`src/rtl/order_ingress_sched_pkg.sv`:
```
// Shared types and field layout for the order ingress scheduler.
// An order word is {Price[31:16], ID[15], Qty[14:0]}; a FIFO entry prepends the is_buy bit.
package order_ingress_sched_pkg;

    typedef enum logic [1:0] {
        S_IDLE      = 2'd0,
        S_ISSUE     = 2'd1,
        S_WAIT_ACK  = 2'd2,
        S_WAIT_DONE = 2'd3
    } state_e;

    localparam logic SRC_NET = 1'b0;
    localparam logic SRC_BOT = 1'b1;

    localparam int ORDER_W = 32;
    localparam int ENTRY_W = ORDER_W + 1;
    localparam int ID_BIT  = 15;
    localparam int QTY_MSB = 14;

    // The ID bit carries the source (IS_BOT), whatever the requester sent.
    function automatic logic [ENTRY_W-1:0] stamp_entry(input logic is_buy,
                                                       input logic [ORDER_W-1:0] data,
                                                       input logic src);
        logic [ORDER_W-1:0] d;
        d         = data;
        d[ID_BIT] = src;
        return {is_buy, d};
    endfunction

endpackage

```
`src/rtl/order_ingress_sched_fifo.sv`:
```
// First-word-fall-through synchronous FIFO used once per order source.
// Pointers carry a wrap bit so full and empty are distinguishable without a count.
module ingress_fifo #(
    parameter int WIDTH = 33,
    parameter int DEPTH = 8
) (
    input  logic             clk,
    input  logic             rst_n,
    input  logic             push_i,
    input  logic [WIDTH-1:0] din_i,
    input  logic             pop_i,
    output logic             full_o,
    output logic             empty_o,
    output logic [WIDTH-1:0] head_o
);

    localparam int AW = $clog2(DEPTH);

    logic [AW:0]      wr_ptr_q, wr_ptr_d;
    logic [AW:0]      rd_ptr_q, rd_ptr_d;
    logic [WIDTH-1:0] mem_q [DEPTH];
    logic             do_push;
    logic             do_pop;

    assign full_o  = (wr_ptr_q[AW] != rd_ptr_q[AW]) &&
                     (wr_ptr_q[AW-1:0] == rd_ptr_q[AW-1:0]);
    assign empty_o = (wr_ptr_q == rd_ptr_q);
    assign head_o  = mem_q[rd_ptr_q[AW-1:0]];

    assign do_push = push_i && !full_o;
    assign do_pop  = pop_i && !empty_o;

    always_comb begin
        wr_ptr_d = wr_ptr_q;
        rd_ptr_d = rd_ptr_q;
        if (do_push) wr_ptr_d = wr_ptr_q + 1'b1;
        if (do_pop)  rd_ptr_d = rd_ptr_q + 1'b1;
    end

    always_ff @(posedge clk or negedge rst_n) begin
        if (!rst_n) begin
            wr_ptr_q <= '0;
            rd_ptr_q <= '0;
        end else begin
            wr_ptr_q <= wr_ptr_d;
            rd_ptr_q <= rd_ptr_d;
        end
    end

    // Storage needs no reset: the pointers define which entries are live.
    always_ff @(posedge clk) begin
        if (do_push) mem_q[wr_ptr_q[AW-1:0]] <= din_i;
    end

endmodule

```
`src/rtl/order_ingress_sched.sv`:
```
// Merges network and strategy-bot orders into the single matching-engine port,
// one order in flight at a time, with a starvation cap protecting the bot.
module order_ingress_sched
    import order_ingress_sched_pkg::*;
#(
    parameter int FIFO_DEPTH   = 8,
    parameter int STARVE_LIMIT = 4,
    parameter int DONE_TIMEOUT = 255
) (
    input  logic        clk,
    input  logic        rst_n,
    input  logic        enable,
    input  logic        net_valid,
    output logic        net_ready,
    input  logic        net_is_buy,
    input  logic [31:0] net_data,
    input  logic        bot_valid,
    output logic        bot_ready,
    input  logic        bot_is_buy,
    input  logic [31:0] bot_data,
    output logic        eng_valid,
    output logic        eng_is_buy,
    output logic [31:0] eng_data,
    input  logic        eng_busy,
    output logic [15:0] issued_cnt,
    output logic [15:0] drop_cnt,
    output logic        err_no_ack,
    output logic        err_timeout,
    output logic [1:0]  dbg_state
);

    // Ingress handshake: an order transfers on a cycle where valid && ready.
    // Ready is !full, independent of a pop in the same cycle.

    localparam int          SW       = $clog2(STARVE_LIMIT + 1);
    localparam logic [SW-1:0] STARVE_MAX = SW'(STARVE_LIMIT);
    localparam logic [7:0]  TO_LIMIT = 8'(DONE_TIMEOUT);

    state_e               state_q, state_d;
    logic [SW-1:0]        starve_q, starve_d;
    logic [7:0]           to_cnt_q, to_cnt_d;
    logic [15:0]          issued_q, issued_d;
    logic [15:0]          drop_q, drop_d;
    logic                 err_no_ack_q, err_no_ack_d;
    logic                 err_timeout_q, err_timeout_d;
    logic                 eng_is_buy_q;
    logic [ORDER_W-1:0]   eng_data_q;

    logic                 net_full, net_empty, bot_full, bot_empty;
    logic [ENTRY_W-1:0]   net_head, bot_head, net_entry, bot_entry, sel_entry;
    logic                 net_hs, bot_hs, net_zero, bot_zero;
    logic                 net_push, bot_push, net_drop, bot_drop;
    logic                 grant_net, grant_bot;
    logic                 pop_net, pop_bot;
    logic [16:0]          drop_sum;

    assign net_ready = !net_full;
    assign bot_ready = !bot_full;

    assign net_hs   = net_valid && net_ready;
    assign bot_hs   = bot_valid && bot_ready;
    assign net_zero = (net_data[QTY_MSB:0] == '0);
    assign bot_zero = (bot_data[QTY_MSB:0] == '0);
    assign net_push = net_hs && !net_zero;
    assign bot_push = bot_hs && !bot_zero;
    assign net_drop = net_hs && net_zero;
    assign bot_drop = bot_hs && bot_zero;

    assign net_entry = stamp_entry(net_is_buy, net_data, SRC_NET);
    assign bot_entry = stamp_entry(bot_is_buy, bot_data, SRC_BOT);

    ingress_fifo #(.WIDTH(ENTRY_W), .DEPTH(FIFO_DEPTH)) u_net_fifo (
        .clk     (clk),
        .rst_n   (rst_n),
        .push_i  (net_push),
        .din_i   (net_entry),
        .pop_i   (pop_net),
        .full_o  (net_full),
        .empty_o (net_empty),
        .head_o  (net_head)
    );

    ingress_fifo #(.WIDTH(ENTRY_W), .DEPTH(FIFO_DEPTH)) u_bot_fifo (
        .clk     (clk),
        .rst_n   (rst_n),
        .push_i  (bot_push),
        .din_i   (bot_entry),
        .pop_i   (pop_bot),
        .full_o  (bot_full),
        .empty_o (bot_empty),
        .head_o  (bot_head)
    );

    // Net has priority until the bot has watched STARVE_LIMIT net grants go by.
    assign grant_bot = !bot_empty && (net_empty || (starve_q == STARVE_MAX));
    assign grant_net = !net_empty && !grant_bot;
    assign sel_entry = pop_bot ? bot_head : net_head;

    always_comb begin
        state_d       = state_q;
        pop_net       = 1'b0;
        pop_bot       = 1'b0;
        to_cnt_d      = '0;
        issued_d      = issued_q;
        err_no_ack_d  = err_no_ack_q;
        err_timeout_d = err_timeout_q;
        case (state_q)
            S_IDLE: begin
                if (enable && !eng_busy && (grant_net || grant_bot)) begin
                    pop_net = grant_net;
                    pop_bot = grant_bot;
                    state_d = S_ISSUE;
                end
            end
            S_ISSUE: begin
                if (issued_q != 16'hFFFF) issued_d = issued_q + 16'd1;
                state_d = S_WAIT_ACK;
            end
            S_WAIT_ACK: begin
                if (eng_busy) begin
                    state_d = S_WAIT_DONE;
                end else begin
                    err_no_ack_d = 1'b1;
                    state_d      = S_IDLE;
                end
            end
            S_WAIT_DONE: begin
                if (!eng_busy) begin
                    state_d = S_IDLE;
                end else begin
                    to_cnt_d = (to_cnt_q == 8'hFF) ? to_cnt_q : to_cnt_q + 8'd1;
                    if (to_cnt_d >= TO_LIMIT) err_timeout_d = 1'b1;
                end
            end
            default: state_d = S_IDLE;
        endcase
    end

    always_comb begin
        starve_d = starve_q;
        if (bot_empty || pop_bot) begin
            starve_d = '0;
        end else if (pop_net && starve_q != STARVE_MAX) begin
            starve_d = starve_q + 1'b1;
        end
    end

    // Both sources can drop a zero-qty order in the same cycle.
    assign drop_sum = {1'b0, drop_q} + 17'(net_drop) + 17'(bot_drop);
    assign drop_d   = drop_sum[16] ? 16'hFFFF : drop_sum[15:0];

    always_ff @(posedge clk or negedge rst_n) begin
        if (!rst_n) begin
            state_q       <= S_IDLE;
            starve_q      <= '0;
            to_cnt_q      <= '0;
            issued_q      <= '0;
            drop_q        <= '0;
            err_no_ack_q  <= 1'b0;
            err_timeout_q <= 1'b0;
            eng_is_buy_q  <= 1'b0;
            eng_data_q    <= '0;
        end else begin
            state_q       <= state_d;
            starve_q      <= starve_d;
            to_cnt_q      <= to_cnt_d;
            issued_q      <= issued_d;
            drop_q        <= drop_d;
            err_no_ack_q  <= err_no_ack_d;
            err_timeout_q <= err_timeout_d;
            if (pop_net || pop_bot) begin
                eng_is_buy_q <= sel_entry[ENTRY_W-1];
                eng_data_q   <= sel_entry[ORDER_W-1:0];
            end
        end
    end

    assign eng_valid   = (state_q == S_ISSUE);
    assign eng_is_buy  = eng_is_buy_q;
    assign eng_data    = eng_data_q;
    assign issued_cnt  = issued_q;
    assign drop_cnt    = drop_q;
    assign err_no_ack  = err_no_ack_q;
    assign err_timeout = err_timeout_q;
    assign dbg_state   = state_q;

endmodule

```
`config.mk`:
```
export PLATFORM = sky130hd
export DESIGN_NAME = order_ingress_sched
export DESIGN_NICKNAME = d
export VERILOG_FILES = /design/src/rtl/order_ingress_sched_pkg.sv /design/src/rtl/order_ingress_sched_fifo.sv /design/src/rtl/order_ingress_sched.sv
export SDC_FILE = /design/constraint.sdc
export NUM_CORES = 1
export LEC_CHECK = 0
export ABC_AREA = 1
export CORE_MARGIN = 8
export CORE_UTILIZATION = 45
export DETAILED_ROUTE_END_ITERATION = 10
export GPL_TIMING_DRIVEN = 0
export PLACE_DENSITY = 0.63
export SLEW_MARGIN = 20
export SYNTH_ARGS = -nofsm -noshare
export SYNTH_HDL_FRONTEND = slang
export SYNTH_SLANG_ARGS = --single-unit
```
`constraint.sdc`:
```
create_clock -name clk -period 7.2 [get_ports clk]
set_input_delay 0.72 -clock clk [delete_from_list [all_inputs] [get_ports clk]]
set_output_delay 0.72 -clock clk [all_outputs]
set_load 0.03 [all_outputs]
```
==> metrics.md, run 1 <==
| Metric | Value |
|---|---|
| NetSw | 0.004558 W |
| Commonest non-fill, non-tap cells in the layout | 512 x edfxtp_1, 356 x nand2_1, 317 x nor2_1 |
| Net count after synthesis | 2,179 |
| Setup WS post-layout | 3.339 ns |
| Clock transition at path regs | ~0.060 ns |
| Fin Clk Skew | 0.01535 ns |
| Die width | 250.3 um |
| Worst hold path class | reg -> reg |
| Final Slew Violations | 0 |
| Initial Utilization | 0.4517 |
| Switching Share | 0.3811 |
| Clock sink count | 608 |
| Met3 routed WL | 5143 um |
| Worst endpoint data arrival time | approximately 4.4 ns |
| Unrepaired setup endpoints after global routing | false |
| Die span in y | 250.3 um |
| # nets final | 2,444 |
| Fin crit share | 0.5362 |
| Synth Warn # | 0 |
| Placed Instance Area | 27,730 um2 |
| IO buf count | about 140 |
| Pin count of the biggest net entering global routing | between 70 and 80 |
| Post-Route WL | slightly below 70,000 um |
| DR pass1 iterations | 7 |
| Worst setup EP type | flip-flop |
| Top sig layer | met5 |
| Met1 WL | 28,810 um |
| Vias | 17.25k |
| Core area | 54,660 um2 |
| Slew HR | 0.4403 |
| Clk buf depth | 3 |
| # H-tree levels | 2 |
| Count of final setup violators | 0 |
| Clock Power Share | 0.250 |
| Worst-margin pin slew | 0.8350 ns |
| Initial antenna violation count | 1 |
| Mapped cell area | 24,690 um2 |
| Yosys reg bits | 608 |
| Post-synthesis instance total | 2,097 |
| Routed met2 length | between 30,000 and 40,000 um |
| F_max | 259.0 MHz |
| Reg power frac | 0.390 |
| CTS Root Cell | clkbuf_16 |
| Setup Fix Bufs, Post-CTS | 0 |
| Ports | between 100 and 150 |
| Pwr/cell area | 404.0 nW/um2 |
| Leak | around 11 nW |
| Nature of the critical path startpoint | primary input |
| Total Power Consumption | approximately 0.012 W |
| Commonest non-fill, non-tap cell in the layout | edfxtp_1 |
| P&R area growth vs syn | 19.87% |
| CTS tree | yes |
| Post-synth cell types | 36 |
| Worst hold slack | around 0.46 ns |
| Setup WS pre-CTS | about 2.7 ns |
| First-pass GRT wire length | 101,800 um |
| Share of layout cells above drive strength 1 | 0.09490 |
| Routed vias/inst | 5.535 |
| Design Area, Final | just under 30,000 um2 |
| Max-cap violations | 0 |
| Gr ovfl total | 0 |
| All-Layer GR Usage | 0.2090 |
| Required @ worst endpoint | 7.73 ns |
| DRC Markers | 0 |
| RePlAce Congestion | 0.8543 |
| Dpl hpwl | 46,850 um |
| Maximum VDD drop | roughly 0.00026 V |
| Die Area | 62,630 um2 |
| CTS buffer count | 61 |
| Vias in the first global route | about 17k |
| Iter 0 DRT Violations | roughly 1.8k |
| Diodes inserted | 0 |
| Rows | 86 |
| Worst Path Max Fanout | 9 |
| Syn Area/Cell | 11.78 um2 |
| Worst skew pair latency | 0.62 ns |
| Final Hold Vio Count | 0 |
| Fin crit period | roughly 3.9 ns |
| Internal | ~0.0074 W |
| WL/cell | 21.58 um |
| Register area share after synthesis | 0.7199 |
| Cts repair resizes | 0 |
| Status | completed |
| Post-CTS Hold Fix Bufs | 1 |
| Critical path type | in -> reg |
| Final ANT Viol Nets | 0 |
| Gate power share | 0.360 |
| Fillers | 4,592 |
[power groups by stage]
stage	Sequential (W)	Clock (W)	Combinational [W]
after global routing	0.00471	0.00317	0.00470
after floorplan	0.00489	0	0.00233
after global placement	0.00478	0	0.00403
final	0.00467	0.00299	0.00430
after detailed placement	0.00473	0	0.00429
after CTS	0.00467	0.00302	0.00431
[Yosys cell counts]
| master | count | area (um2) |
|---|---|---|
| nor4_1 | 7 | 43.79 |
| xor2_1 | 24 | 210.2 |
| nand3_1 | 54 | 270.3 |
| inv_1 | 93 | 349.1 |
| nor2_1 | 321 | 1205 |
| nand2_2 | 6 | 37.54 |
| buf_1 | 4 | 15.01 |
| nand4_1 | 7 | 43.79 |
| a21boi_0 | 1 | 7.510 |
| o22ai_1 | 125 | 782.0 |
| or2_0 | 10 | 62.56 |
| a31o_2 | 1 | 8.760 |
| dfrtp_1 | 96 | 2402 |
| inv_6 | 1 | 8.760 |
| clkbuf_1 | 75 | 281.5 |
| buf_2 | 24 | 120.1 |
| o21ai_1 | 14 | 70.07 |
| ha_1 | 9 | 112.6 |
| inv_2 | 6 | 22.52 |
| nand2_1 | 356 | 1336 |
| nor2_4 | 3 | 33.78 |
| nor3b_1 | 1 | 7.510 |
| buf_4 | 5 | 37.54 |
| or2_2 | 12 | 75.07 |
| nor3_1 | 18 | 90.09 |
| nor2_2 | 2 | 12.51 |
| edfxtp_1 | 512 | 15370 |
| o21ai_0 | 280 | 1401 |
| nand2_4 | 1 | 11.26 |
| buf_6 | 5 | 56.30 |
| xnor2_1 | 12 | 105.1 |
| a21oi_1 | 4 | 20.02 |
| o221ai_1 | 3 | 26.28 |
| nand3b_1 | 3 | 22.52 |
| o32a_1 | 1 | 10.01 |
| fa_1 | 1 | 20.02 |
[cell families after synthesis]
group,after synthesis,synth area share
DFF,608,0.7199
xor gates and xnor gates,36,0.01277
buffers and inverters,213,0.03608
and+or+nand+nor,801,0.1317
AOI/OAI and AO/OA,429,0.09419
adders and majority gates,10,0.005371
[per-layer routing]
layer,GRT usage,vias to the layer above
li1,-,7902
met1,0.2899,8463
met2,0.3270,754
met3,0.03192,132
met4,0.08879,2
met5,0,-
[state kept, by name, summed over array words and instances (netlist names)]
signal,count
err_no_ack,1
to_cnt_q,8
u_net_fifo.rd_ptr_q,4
eng_is_buy,1
drop_cnt,16
eng_data,32
starve_q,3
u_bot_fifo.mem_q,256
u_net_fifo.mem_q,256
issued_cnt,16
u_net_fifo.wr_ptr_q,4
u_bot_fifo.wr_ptr_q,4
u_bot_fifo.rd_ptr_q,4
err_timeout,1
dbg_state,2
[through the flow]
stage                     TNS (ns)  cells  utilization
after floorplan                  0   2097            -
after global placement      -5.790   2942       0.4937
after detailed placement         0   3002       0.5074
after CTS                        0   3117       0.5415
after global routing             0   3117       0.5415
final                            0   3117       0.5415
[critical path, cell delays in order]
cell,delay (ns)
clkdlybuf4s50_1,0.67
nor4_1,0.48
nand4_1,0.26
nand3b_1,0.35
fa_1,0.48
inv_1,0.08
ha_1,0.17
nand3_1,0.12
nor2_1,0.14
nand2_1,0.08
nor2_1,0.21
nand3_1,0.32
a21boi_0,0.22
o21ai_0,0.08
[worst paths after layout]
check	start	endpoint	slack (ns)	cells past startpoint
setup / recovery	net_data[0]	drop_cnt[13]$_DFF_PN0_	3.34	14
setup reg to reg	u_net_fifo.wr_ptr_q[0]$_DFFE_PN0P_	drop_cnt[13]$_DFF_PN0_	3.81	16
min in group asynchronous	rst_n	to_cnt_q[6]$_DFF_PN0_	0.53	2
hold / removal	err_timeout$_DFFE_PN0P_	err_timeout$_DFFE_PN0P_	0.46	2
max in group asynchronous	rst_n	eng_data[25]$_DFFE_PN0P_	6.02	3
hold reg to reg	err_timeout$_DFFE_PN0P_	err_timeout$_DFFE_PN0P_	0.46	2
[layout make-up]
cell class / count / area (um2) / area share
clock buffers: 74 / 1615 / 0.05457
inverters: 100 / 380.4 / 0.01285
multi-input cells: 1276 / 6116 / 0.2066
plain buffers: 113 / 510.5 / 0.01725
clock inverters: 40 / 240.2 / 0.008116
well taps: 704 / 880.8 / 0.02976
repair buffers: 202 / 2079 / 0.07025
flip-flops and latches: 608 / 17780 / 0.6006
No activity file was read; power rests on OpenSTA's default activity.
==> run 2: changes to the inputs <==
==> constraint.sdc (replaced) <==
create_clock -name clk -period 3.72 [get_ports clk]
set_input_delay 0.372 -clock clk [delete_from_list [all_inputs] [get_ports clk]]
set_output_delay 0.372 -clock clk [all_outputs]
set_load 0.03 [all_outputs]
==> metrics.md, run 2 (same netlist as run 1, synthesis figures left out) <==
| Metric | Value |
|---|---|
| RePlAce Congestion | 0.8612 (+0.81%) |
| Vias | 17.16k (-0.52%) |
| Iter 0 DRT Violations | 1,603 (-8.5%) |
| CTS tree | yes |
| F_max | between 200 and 300 MHz |
| Reg-to-Reg Start | u_net_fifo.wr_ptr_q[0]$_DFFE_PN0P_ |
| Required @ worst endpoint | 4.23 ns (-3.50 ns) |
| Die Area | 62,630 um2 (unchanged) |
| Setup Fix Bufs, Post-CTS | 0 (unchanged) |
| Worst setup EP type | flip-flop |
| DR pass1 iterations | 8 (+1) |
| CTS Root Cell | clkbuf_16 |
| Pwr/cell area | 794.5 nW/um2 (+97%) |
| P&R area growth vs syn | 20.51% |
| Die width | 250.3 um (unchanged) |
| CTS buffer count | 66 (+8.2%) |
| Critical-path cell list | clkdlybuf4s50_1, nor4_1, nand4_1, nand3b_1, fa_1, inv_1, ha_1, nand3_1, nor2_1, nand2_1, nor2_1, nand3_1, a21boi_0, o21ai_0 |
| Slowest cell on crit path | clkdlybuf4s50_1 |
| Fin crit share | 0.9223 |
| Design Area, Final | 29,760 um2 (+0.53%) |
| Nature of the critical path startpoint | primary input |
| Max-cap violations | 0 (unchanged) |
| Clock sink count | 608 (unchanged) |
| Share of layout cells above drive strength 1 | 0.09132 (-0.003578) |
| Vias in the first global route | 17.02k (-1.6%) |
| Final Slew Violations | 0 (unchanged) |
| Final Hold Vio Count | 0 (unchanged) |
| Clk buf depth | 3 (unchanged) |
| Core area | 54,660 um2 (unchanged) |
| Family with the most delay on the worst path | simple AND/OR/NAND/NOR gates |
| # H-tree levels | 3 (+1) |
| Unrepaired setup endpoints after global routing | false |
| Die span in y | 250.3 um (unchanged) |
| Fin Clk Skew | 0.01557 ns (+0.0002151 ns) |
| Placed Instance Area | 27,650 um2 (-0.30%) |
| Worst Path Max Fanout | 9 (unchanged) |
| Status | completed |
| Post-Route WL | 66,030 um (-1.8%) |
| Worst hold path class | in -> async |
| Largest stage delay, worst path | 0.69 ns (+0.02 ns) |
| Dpl hpwl | 45,330 um (-3.2%) |
| Worst-margin pin slew | 0.9318 ns (+0.09676 ns) |
| DRC Markers | 0 (unchanged) |
| RR Endpoint | drop_cnt[13]$_DFF_PN0_ |
| Fin crit period | 3.431 ns |
| All-Layer GR Usage | 0.2066 (-0.002452) |
| Reg2reg path depth | 16 (unchanged) |
| Slew HR | 0.3754 (-0.06486) |
| First-pass GRT wire length | 100,300 um (-1.4%) |
| Worst endpoint data arrival time | 3.94 ns (-0.45 ns) |
| IO buf count | 141 (unchanged) |
| Final ANT Viol Nets | 0 (unchanged) |
| Worst skew pair latency | 0.60 ns (-0.02 ns) |
| Leak | 10.90 nW (+0.49%) |
| Initial antenna violation count | 3 (+2) |
| Total Power Consumption | 0.02364 W (+98%) |
| WL/cell | 21.20 um (-1.8%) |
| Critical path type | in -> reg |
| Bufs and invs on worst path | 2 (unchanged) |
| Pin count of the biggest net entering global routing | 76 (+7.0%) |
| Ports | 144 (unchanged) |
| Initial Utilization | 0.4517 (unchanged) |
| Count of final setup violators | 0 (unchanged) |
| Routed vias/inst | 5.510 (-0.45%) |
| Commonest non-fill, non-tap cell in the layout | edfxtp_1 |
| Clock transition at path regs | 0.06 ns (about the same) |
| R2R Setup Slk | 0.35 ns (-3.46 ns) |
| Maximum VDD drop | 0.0004186 V (+60%) |
| Rows | 86 (unchanged) |
| Setup TNS | 0 ns (unchanged) |
| # nets final | 2,440 (-0.16%) |
| Gr ovfl total | 0 (unchanged) |
| Fin util | 0.5444 (+0.002884) |
| Commonest non-fill, non-tap cells in the layout | 512 x edfxtp_1, 356 x nand2_1, 317 x nor2_1 |
## run 2: cell type report
type                            count  area, um2
Antenna cell                        2      5.005
Buffer                            113      510.5
Clock buffer                       94       1841
Clock inverter                     25      247.7
Fill cell                        4618      24910
Inverter                          100      380.4
Multi-Input combinational cell   1276       6122
Sequential cell                   608      17780
Tap cell                          704      880.8
Timing Repair Buffer              193       1993
## run 2: power breakdown
part           total (W)  internal (W)  switching [W]
combinational    0.00826       0.00252        0.00573
clock            0.00635       0.00379        0.00256
sequential       0.00903       0.00857       0.000460
## run 2: repair_timing
action | in CTS | in global routing
hold buffers | 1 | 0
setup endpoints to repair | 0 | 1
hold endpoints to repair | 96 | 0
gates resized for setup | 0 | 1
## run 2: how the worst max path moves through the flow
| stage | startpoint | end | depth (start not counted) |
|---|---|---|---|
| 2_1_floorplan | u_bot_fifo.wr_ptr_q[0]$_DFFE_PN0P_ | u_bot_fifo.mem_q[2][0]$_DFFE_PP_ | 7 |
| 3_3_place_gp | bot_data[1] | u_bot_fifo.mem_q[0][31]$_DFFE_PP_ | 6 |
| 3_5_place_dp | bot_data[1] | drop_cnt[13]$_DFF_PN0_ | 14 |
| 4_1_cts | bot_data[1] | drop_cnt[13]$_DFF_PN0_ | 14 |
| 5_1_grt | bot_data[4] | drop_cnt[13]$_DFF_PN0_ | 14 |
| 6_report | bot_data[4] | drop_cnt[13]$_DFF_PN0_ | 14 |
## run 2: layer usage
layer / share of wire / vias to the layer above / wire length, um / track usage
met5: 0.00017 / - / 11 / 0
met4: 0.030 / 2 / 1983 / 0.07433
met3: 0.081 / 125 / 5340 / 0.04177
met2: 0.46 / 732 / 30350 / 0.3217
met1: 0.43 / 8423 / 28350 / 0.2866
li1: - / 7882 / - / -
## run 2: metrics by stage
stage	setup WS (ns)	cells	hold WS (ns)
after floorplan	-0.3818	2097	0.07641
after detailed placement	-0.3738	2993	0.2383
after global placement	-3.177	2942	0.4489
after global routing	0.007960	3114	0.2084
after CTS	0.2398	3113	0.1767
final	0.2889	3115	0.1921
==> run 3: changes to the inputs <==
--- a/config.mk
+++ b/config.mk
@@ -8,6 +8,7 @@
 export ABC_AREA = 1
 export CORE_MARGIN = 8
 export CORE_UTILIZATION = 45
+export CTS_CLUSTER_DIAMETER = 80
 export DETAILED_ROUTE_END_ITERATION = 10
 export GPL_TIMING_DRIVEN = 0
 export PLACE_DENSITY = 0.63
==> results of run 3 <==
No change in the layout: final DEF, timing and power equal those of run 2.
